### src/rtl/mmr_access_arbiter.sv
// mmr_access_arbiter
// Shares a bank of NUM_REGS memory-mapped registers between the HPS bridge
// port and the FPGA fabric port. Each transaction takes three cycles:
// IDLE (grant and capture), ACCESS (write enable), RESP (ack/err/rdata).
// Round-robin arbitration gives the port that was not granted last the win
// when both request in the same cycle. All outputs come from flops.

module mmr_access_arbiter #(
  parameter int NUM_REGS = 4,
  parameter int ADDR_W   = 3,
  parameter int DATA_W   = 32
) (
  input  logic                         clk,
  input  logic                         rst_n,
  input  logic                         hps_req,
  input  logic                         hps_we,
  input  logic [ADDR_W-1:0]            hps_addr,
  input  logic [DATA_W-1:0]            hps_wdata,
  output logic                         hps_ack,
  output logic                         hps_err,
  output logic [DATA_W-1:0]            hps_rdata,
  input  logic                         fab_req,
  input  logic                         fab_we,
  input  logic [ADDR_W-1:0]            fab_addr,
  input  logic [DATA_W-1:0]            fab_wdata,
  output logic                         fab_ack,
  output logic                         fab_err,
  output logic [DATA_W-1:0]            fab_rdata,
  output logic [NUM_REGS-1:0]          reg_we,
  output logic [DATA_W-1:0]            reg_wdata,
  input  logic [NUM_REGS*DATA_W-1:0]   reg_rdata_flat,
  output logic                         busy
);

  localparam logic [ADDR_W:0] NUM_REGS_C = (ADDR_W+1)'(NUM_REGS);

  typedef enum logic [1:0] {
    ST_IDLE   = 2'd0,
    ST_ACCESS = 2'd1,
    ST_RESP   = 2'd2
  } state_t;

  // One-hot write-enable vector for a register index (all zero when no match).
  function automatic logic [NUM_REGS-1:0] decode_onehot(input logic [ADDR_W-1:0] addr);
    logic [NUM_REGS-1:0] vec;
    vec = '0;
    for (int i = 0; i < NUM_REGS; i++) begin
      vec[i] = (addr == ADDR_W'(i));
    end
    return vec;
  endfunction

  // Picks register word 'addr' out of the flattened read bus.
  function automatic logic [DATA_W-1:0] select_word(input logic [NUM_REGS*DATA_W-1:0] flat,
                                                     input logic [ADDR_W-1:0] addr);
    logic [DATA_W-1:0] word;
    word = '0;
    for (int i = 0; i < NUM_REGS; i++) begin
      word = (addr == ADDR_W'(i)) ? flat[i*DATA_W +: DATA_W] : word;
    end
    return word;
  endfunction

  state_t                state_r, state_s;
  logic                  sel_r;          // 1 = fabric owns the transaction
  logic                  we_r;
  logic [ADDR_W-1:0]     addr_r;
  logic [DATA_W-1:0]     wdata_r;
  logic                  in_range_r;
  logic                  last_grant_r;   // 1 = fabric was granted last
  logic                  last_grant_s;

  logic                  grant_s;
  logic                  grant_fab_s;
  logic                  req_we_s;
  logic [ADDR_W-1:0]     req_addr_s;
  logic [DATA_W-1:0]     req_wdata_s;
  logic                  req_in_range_s;

  logic [NUM_REGS-1:0]   reg_we_r, reg_we_s;
  logic [DATA_W-1:0]     reg_wdata_r, reg_wdata_s;
  logic                  hps_ack_r, hps_ack_s, hps_err_r, hps_err_s;
  logic [DATA_W-1:0]     hps_rdata_r, hps_rdata_s;
  logic                  fab_ack_r, fab_ack_s, fab_err_r, fab_err_s;
  logic [DATA_W-1:0]     fab_rdata_r, fab_rdata_s;
  logic                  busy_r, busy_s;
  logic [DATA_W-1:0]     resp_data_s;

  // Round-robin winner and the winning port's request fields.
  always_comb begin
    grant_s        = hps_req | fab_req;
    grant_fab_s    = fab_req & (~hps_req | ~last_grant_r);
    req_we_s       = grant_fab_s ? fab_we    : hps_we;
    req_addr_s     = grant_fab_s ? fab_addr  : hps_addr;
    req_wdata_s    = grant_fab_s ? fab_wdata : hps_wdata;
    req_in_range_s = ({1'b0, req_addr_s} < NUM_REGS_C);
  end

  // Next state and next values of the registered outputs.
  always_comb begin
    state_s      = state_r;
    last_grant_s = last_grant_r;
    reg_we_s     = '0;
    reg_wdata_s  = reg_wdata_r;
    hps_ack_s    = 1'b0;
    hps_err_s    = 1'b0;
    hps_rdata_s  = '0;
    fab_ack_s    = 1'b0;
    fab_err_s    = 1'b0;
    fab_rdata_s  = '0;
    // The bank latches reg_we at the same edge that launches the response,
    // so a write returns its own data: that is what the register will hold.
    resp_data_s  = in_range_r ? (we_r ? wdata_r : select_word(reg_rdata_flat, addr_r)) : '0;
    case (state_r)
      ST_IDLE: begin
        if (grant_s) begin
          state_s     = ST_ACCESS;
          reg_wdata_s = req_wdata_s;
          if (req_we_s && req_in_range_s) begin
            reg_we_s = decode_onehot(req_addr_s);
          end else begin
            reg_we_s = '0;
          end
        end else begin
          state_s = ST_IDLE;
        end
      end
      ST_ACCESS: begin
        state_s = ST_RESP;
        if (sel_r) begin
          fab_ack_s   = 1'b1;
          fab_err_s   = ~in_range_r;
          fab_rdata_s = resp_data_s;
        end else begin
          hps_ack_s   = 1'b1;
          hps_err_s   = ~in_range_r;
          hps_rdata_s = resp_data_s;
        end
      end
      ST_RESP: begin
        state_s      = ST_IDLE;
        last_grant_s = sel_r;
      end
      default: begin
        state_s = ST_IDLE;
      end
    endcase
    busy_s = (state_s != ST_IDLE);
  end

  // FSM state, round-robin history and the captured request.
  always_ff @(posedge clk or negedge rst_n) begin
    if (!rst_n) begin
      state_r      <= ST_IDLE;
      last_grant_r <= 1'b1;
      sel_r        <= 1'b0;
      we_r         <= 1'b0;
      addr_r       <= '0;
      wdata_r      <= '0;
      in_range_r   <= 1'b0;
    end else begin
      state_r      <= state_s;
      last_grant_r <= last_grant_s;
      if (state_r == ST_IDLE && grant_s) begin
        sel_r      <= grant_fab_s;
        we_r       <= req_we_s;
        addr_r     <= req_addr_s;
        wdata_r    <= req_wdata_s;
        in_range_r <= req_in_range_s;
      end
    end
  end

  // Output registers.
  always_ff @(posedge clk or negedge rst_n) begin
    if (!rst_n) begin
      reg_we_r    <= '0;
      reg_wdata_r <= '0;
      hps_ack_r   <= 1'b0;
      hps_err_r   <= 1'b0;
      hps_rdata_r <= '0;
      fab_ack_r   <= 1'b0;
      fab_err_r   <= 1'b0;
      fab_rdata_r <= '0;
      busy_r      <= 1'b0;
    end else begin
      reg_we_r    <= reg_we_s;
      reg_wdata_r <= reg_wdata_s;
      hps_ack_r   <= hps_ack_s;
      hps_err_r   <= hps_err_s;
      hps_rdata_r <= hps_rdata_s;
      fab_ack_r   <= fab_ack_s;
      fab_err_r   <= fab_err_s;
      fab_rdata_r <= fab_rdata_s;
      busy_r      <= busy_s;
    end
  end

  assign reg_we    = reg_we_r;
  assign reg_wdata = reg_wdata_r;
  assign hps_ack   = hps_ack_r;
  assign hps_err   = hps_err_r;
  assign hps_rdata = hps_rdata_r;
  assign fab_ack   = fab_ack_r;
  assign fab_err   = fab_err_r;
  assign fab_rdata = fab_rdata_r;
  assign busy      = busy_r;

endmodule
### config.mk
export PLATFORM = sky130hd
export DESIGN_NAME = mmr_access_arbiter
export DESIGN_NICKNAME = d
export VERILOG_FILES = /design/src/rtl/mmr_access_arbiter.sv
export SDC_FILE = /design/constraint.sdc
export NUM_CORES = 1
export LEC_CHECK = 0
export ABC_AREA = 1
export BUFFER_PORTS_ARGS = -buffer_cell sky130_fd_sc_hd__buf_4
export CELL_PAD_IN_SITES_DETAIL_PLACEMENT = 1
export CELL_PAD_IN_SITES_GLOBAL_PLACEMENT = 2
export CORE_ASPECT_RATIO = 1.1
export CORE_UTILIZATION = 25
export DETAILED_ROUTE_END_ITERATION = 10
export PLACE_DENSITY_LB_ADDON = 0.1
export SKIP_LAST_GASP = 1
export SLEW_MARGIN = 20
export SYNTH_ARGS = -nofsm -noshare
export SYNTH_HDL_FRONTEND = slang
export SYNTH_SLANG_ARGS = --single-unit
### constraint.sdc
create_clock -name clk -period 3.14 [get_ports clk]
set_input_delay 0.314 -clock clk [delete_from_list [all_inputs] [get_ports clk]]
set_output_delay 0.314 -clock clk [all_outputs]
set_load 0.03 [all_outputs]
==> summary.md, run 1 <==
| Metric | Value |
|---|---|
| Vias | `6,198` |
| DIE HEIGHT | `between 150 and 200 um` |
| Post-Layout Cell Count | `1,404` |
| CTS tree | `done` |
| Most common cell after layout, fill and taps aside | `buf_4` |
| Final setup vio count | `0` |
| Initial Util | `0.255` |
| Synth warn | `0` |
| Final hold slack | `-0.00684 ns` |
| Setup TNS Final | `0 ns` |
| Worst-Skew Late Latency | `0.42 ns` |
| Vias in the first global route | `6,553` |
| CTS Buf Count | `17` |
| CP max FO | `18` |
| DRT antenna net count | `0` |
| Longest Clk Path Bufs | `2` |
| Die area | `approximately 24,000 um^2` |
| Synthesized flop and latch total | `114` |
| Most frequent cells in the layout | `buf_4, nand2_1, inv_1, dfrtp_1, nor2_1` |
| Critical Path RT | `3.48 ns` |
| Sink Count | `114` |
| VDD IR max | `between 0.4 and 0.5 mV` |
| Failing checks | `negative hold slack` |
| Crit path kind | `reg -> reg` |
| Worst min path class | `in -> async` |
| GRT Overall Usage | `0.212` |
| Post-Synthesis Cells | `~800` |
| Setup Skew | `0.00810 ns` |
| Slew margin rel. | `0.430` |
| CTS resizes | `0` |
| Synth Net Count | `1,002` |
| Overflow after GRT | `0` |
| RSZ-0062 raised after global routing | `false` |
| Mean post-synth cell area | `7.27 um^2` |
| Fraction of layout cells with a size suffix above 1 | `0.331` |
| Initial antenna violation count | `0` |
| Syn-to-layout area delta | `55.9%` |
| Actual slew at the worst max-slew pin | `0.854 ns` |
| Worst path arrival time | `2.49 ns` |
| Fmax | `between 0.4 and 0.5 GHz` |
| First-pass GRT wire length | `38,000 um` |
| H-tree depth | `4` |
| # port buffers | `~310` |
| Clk slew on worst S/H paths | `0.06 ns` |
| First-pass DRT Iterations | `4` |
| DRC marker count from the first detailed-route iteration | `about 170` |
| Cts hold-fix bufs | `0` |
| GPL Wtd Cong | `0.754` |
| Final WL | `24,700 um` |
| Crit start category | `flip-flop` |
| Worst stage delay on the critical path | `about 0.71 ns` |
| Post-CTS setup buffer count | `0` |
| Clk root buf | `clkbuf_16` |
| Layout Nets | `~1,300` |
| Power per cell area | `~940 nW/um^2` |
| Sequential element share of the synthesized area | `0.492` |
| Post-placement cell count | `1,372` |
| Slew Viols, Final | `0` |
| Static Leak | `4.97 nW` |
| Count of cell types in the netlist | `22` |
| Critical path capture point type | `flip-flop` |
| Fin crit share | `0.683` |
| Most frequent CP cell | `nand2_1` |
| Mapped cell area | `approximately 5800 um^2` |
| DPL Wire Length | `18,700 um` |
| Hold violation count in the final report | `2` |
| Core area | `22,800 um^2` |
| Wire length per cell | `17.6 um` |
| Status | `complete, but fails checks` |
| Chip width | `147 um` |
| CP max-delay cell | `nor2_2` |
| N_diodes | `0` |
| Core Rows | `58` |
| Vias per std cell | `4.41` |
| Pin count of the biggest net entering global routing | `115` |
| Io pins | `309` |
| Final Critical Period | `~2.1 ns` |
| Residual DRC | `0` |
| Worst path cell trace | `nor2_2 -> buf_4 -> o21ai_0 -> nand2_1 -> nand2_1 -> nand2_1 -> nand2_1 -> nor2_1` |
| # Max-Cap Violations | `0` |
[layer usage]
layer	GRT usage	vias to the layer above	wire length (um)
met5	0	-	0
met3	0.0514	26	1530
met1	0.280	2883	11200
li1	-	3085	-
met2	0.342	204	11500
met4	0.0656	0	437
[worst max-delay path: cells and delay by family, from the launching register on]
family	cells	cell delay [ns]
and+or+nand+nor	6	1.10
DFF	1	0.57
buffers and inverters	1	0.30
AOI/OAI and AO/OA	1	0.10
[cells in the mapped netlist, drive strengths merged]
cell | instances | area [um^2]
inv | 140 | 526
clkbuf | 34 | 131
buf | 19 | 91.3
dfstp | 1 | 26.3
or2 | 1 | 6.26
o21bai | 1 | 7.51
o22ai | 31 | 194
nor2 | 108 | 408
o21a | 1 | 7.51
nor3 | 1 | 10.0
a21oi | 32 | 160
dfrtp | 113 | 2830
nand3 | 5 | 25.0
o21ai | 105 | 526
a31oi | 1 | 6.26
nand2 | 173 | 649
nand4 | 32 | 200
[layout make-up]
class                      instances  area, um^2
fill                            2832       13700
clock inverter                    13         184
inverter                         140         526
clock buffer                      19         433
multi-input combinational        491        2210
tap                              300         375
sequential                       114        2850
timing repair buffer             327        2470
[logic make-up (layout without fill, tap and decap cells)]
| family | after synthesis | count (layout) | share of synthesized area |
|---|---|---|---|
| simple gates | 320 | 320 | 0.224 |
| flops | 114 | 114 | 0.492 |
| compound gates | 171 | 171 | 0.155 |
| buf+inv | 193 | 499 | 0.129 |
[path summary, 6_finish.rpt]
check	start	end	slack, ns	cells after the start
min	rst_n	busy$_DFF_PN0_	-0.007	2
max	addr_r[0]$_DFFE_PN0P_	fab_rdata[2]$_DFF_PN0_	0.99	8
max reg2reg	addr_r[0]$_DFFE_PN0P_	fab_rdata[2]$_DFF_PN0_	0.99	8
min in group clk	fab_wdata[0]	wdata_r[0]$_DFFE_PN0P_	0.16	3
min reg2reg	sel_r$_DFFE_PN0P_	hps_ack$_DFF_PN0_	0.48	1
max in group asynchronous	rst_n	fab_rdata[3]$_DFF_PN0_	2.67	2
[stage by stage]
step	util	total power, mW	setup slack, ns	cell area (um^2)
2_1_floorplan	-	4.82	1.78	5800
3_3_place_gp	0.370	6.54	0.928	8430
3_5_place_dp	0.370	6.58	0.980	8430
4_1_cts	0.397	8.66	0.964	9050
5_1_grt	0.397	9.17	0.796	9050
6_report	0.397	8.54	0.994	9050
[flip-flops by register name (all words and copies together) (netlist names)]
| register | cells |
|---|---|
| fab_rdata | 32 |
| hps_rdata | 32 |
| wdata_r | 32 |
| reg_we | 4 |
| addr_r | 3 |
| state_r | 2 |
| busy | 1 |
| fab_ack | 1 |
| fab_err | 1 |
| hps_ack | 1 |
| hps_err | 1 |
| in_range_r | 1 |
| last_grant_r | 1 |
| sel_r | 1 |
| we_r | 1 |
[power breakdown]
group | switching (mW) | leakage (nW) | internal (mW)
combinational | 2.95 | 3.17 | 1.41
clock | 0.727 | 0.294 | 1.33
sequential | 0.250 | 1.51 | 1.88
Power figures use the tool's default switching activity.
==> run 2: changes to the inputs <==
--- a/config.mk
+++ b/config.mk
@@ -10,7 +10,7 @@
 export CELL_PAD_IN_SITES_DETAIL_PLACEMENT = 1
 export CELL_PAD_IN_SITES_GLOBAL_PLACEMENT = 2
 export CORE_ASPECT_RATIO = 1.1
-export CORE_UTILIZATION = 25
+export CORE_UTILIZATION = 21
 export DETAILED_ROUTE_END_ITERATION = 10
 export PLACE_DENSITY_LB_ADDON = 0.1
 export SKIP_LAST_GASP = 1
==> constraint.sdc (replaced) <==
create_clock -name clk -period 1.86 [get_ports clk]
set_input_delay 0.186 -clock clk [delete_from_list [all_inputs] [get_ports clk]]
set_output_delay 0.186 -clock clk [all_outputs]
set_load 0.03 [all_outputs]
==> summary.md, run 2 (synthesis results as in run 1) <==
| Metric | Value |
|---|---|
| Worst-Skew Late Latency | `0.41 ns` |
| Vias in the first global route | `6,620` |
| DRT antenna net count | `0` |
| Longest Clk Path Bufs | `2` |
| Io pins | `309` |
| Final WL | `26,700 um` |
| Most frequent cells in the layout | `buf_4, nand2_1, inv_1, dfrtp_1, nor2_1` |
| First-pass GRT wire length | `40,000 um` |
| Reg-to-reg slack, setup | `~0.2 ns` |
| Final Util | `0.342` |
| CTS Buf Count | `17` |
| Slew Viols, Final | `0` |
| Worst Hold Path Cells | `3` |
| Post-CTS setup buffer count | `0` |
| Cts hold-fix bufs | `1` |
| Core area | `around 27,000 um^2` |
| Pin count of the biggest net entering global routing | `53` |
| Final Critical Period | `around 1.7 ns` |
| Clk slew on worst S/H paths | `0.06 ns` |
| Worst stage delay on the critical path | `0.60 ns` |
| Buf/Inv on CP | `2` |
| # Max-Cap Violations | `0` |
| Fin crit share | `0.890` |
| Power per cell area | `1590 nW/um^2` |
| CTS resizes | `0` |
| Actual slew at the worst max-slew pin | `0.502 ns` |
| Most frequent CP cell | `nand2_1` |
| Critical Path RT | `2.20 ns` |
| Status | `completed` |
| Reg-to-reg endpoint | `hps_rdata[30]$_DFF_PN0_` |
| Worst hold path startpoint | `fab_wdata[11]` |
| Wire length per cell | `18.1 um` |
| DIE HEIGHT | `176 um` |
| Final setup vio count | `0` |
| CTS tree | `done` |
| Setup TNS Final | `0 ns` |
| CP max-delay cell | `dfrtp_1` |
| VDD IR max | `0.973 mV` |
| # port buffers | `308` |
| Fmax | `roughly 0.60 GHz` |
| Worst path arrival time | `between 1.5 and 2 ns` |
| Power, Total | `14.7 mW` |
| Fraction of layout cells with a size suffix above 1 | `0.335` |
| H-tree depth | `4` |
| Worst path cell trace | `nand3_1 -> buf_4 -> o21ai_1 -> inv_1 -> nand2_1 -> nand2_1 -> nor2_1` |
| Layout Nets | `1,306` |
| Overflow after GRT | `0` |
| Static Leak | `a little over 5 nW` |
| Crit path kind | `reg -> reg` |
| Initial antenna violation count | `1` |
| Delay-heaviest family, CP | `flip-flops` |
| Die area | `28,300 um^2` |
| DRC marker count from the first detailed-route iteration | `252` |
| RSZ-0062 raised after global routing | `false` |
| Most common cell after layout, fill and taps aside | `buf_4` |
| Vias per std cell | `4.26` |
| Hold violation count in the final report | `0` |
| Filler cells | `3,320` |
| Residual DRC | `0` |
| Sink Count | `114` |
| Vias | `6,274` |
| Slew margin rel. | `0.665` |
| Chip width | `between 150 and 200 um` |
| Syn-to-layout area delta | `59.4%` |
| DPL Wire Length | `20,600 um` |
| Clk root buf | `clkbuf_16` |
| Reg2Reg Depth | `7` |
| Critical path capture point type | `flip-flop` |
| Setup Skew | `0.0137 ns` |
| Crit start category | `flip-flop` |
| R2r startpoint | `addr_r[1]$_DFFE_PN0P_` |
| First-pass DRT Iterations | `5` |
| Hold EP | `wdata_r[11]$_DFFE_PN0P_` |
| GRT Overall Usage | `0.189` |
| CP max FO | `23` |
| Worst min path class | `in -> reg` |
| GPL Wtd Cong | `0.778` |
| Initial Util | `0.215` |
| Core Rows | `63` |
[run 2: how the worst max path moves through the flow]
stage / startpoint / to / slack (ns) / cells after the start
finish: addr_r[1]$_DFFE_PN0P_ / hps_rdata[30]$_DFF_PN0_ / 0.20 / 7
global route: addr_r[1]$_DFFE_PN0P_ / hps_rdata[12]$_DFF_PN0_ / 0.02 / 7
CTS: addr_r[1]$_DFFE_PN0P_ / hps_rdata[30]$_DFF_PN0_ / 0.18 / 8
detailed placement: addr_r[1]$_DFFE_PN0P_ / hps_rdata[30]$_DFF_PN0_ / 0.21 / 8
global placement: last_grant_r$_DFFE_PN1N_ / wdata_r[10]$_DFFE_PN0P_ / 0.23 / 6
floorplan: last_grant_r$_DFFE_PN1N_ / wdata_r[0]$_DFFE_PN0P_ / 0.50 / 6
[run 2: worst register-to-register path: stages, from the launching register on]
cell,delay [ns]
dfrtp_1,0.60
nand3_1,0.22
buf_4,0.27
o21ai_1,0.16
inv_1,0.06
nand2_1,0.09
nand2_1,0.08
nor2_1,0.10
[run 2: where the power goes]
part | switching (mW) | total [mW] | internal, mW
Clock | 1.22 | 3.33 | 2.11
Sequential | 0.406 | 3.58 | 3.18
Combinational | 5.20 | 7.76 | 2.57
Total | 6.82 | 14.7 | 7.86
[run 2: metal layers]
metal	wire, um	GRT usage
met2	12900	0.321
met4	329	0.0508
met3	1600	0.0444
met5	0	0
met1	11900	0.239
[run 2: area by class of cell]
class / instances / area, um^2 / area share
repair buffers: 338 / 2620 / 0.283
well taps: 357 / 447 / 0.0483
multi-input cells: 491 / 2210 / 0.239
clock buffers: 20 / 437 / 0.0472
flip-flops and latches: 114 / 2850 / 0.309
clock inverters: 12 / 159 / 0.0172
diodes: 1 / 2.50 / 0.000271
inverters: 140 / 526 / 0.0568
[run 2: through the flow]
| stage | setup slack (ns) | instances | hold slack (ns) | cell area (um^2) |
|---|---|---|---|---|
| 6_report | 0.204 | 1473 | 0.0367 | 9250 |
| 3_5_place_dp | 0.212 | 1439 | 0.145 | 8640 |
| 4_1_cts | 0.179 | 1472 | 0.0169 | 9250 |
| 2_1_floorplan | 0.500 | 798 | -0.110 | 5800 |
| 3_3_place_gp | 0.228 | 1439 | 0.141 | 8640 |
| 5_1_grt | 0.0155 | 1472 | 0.0222 | 9250 |
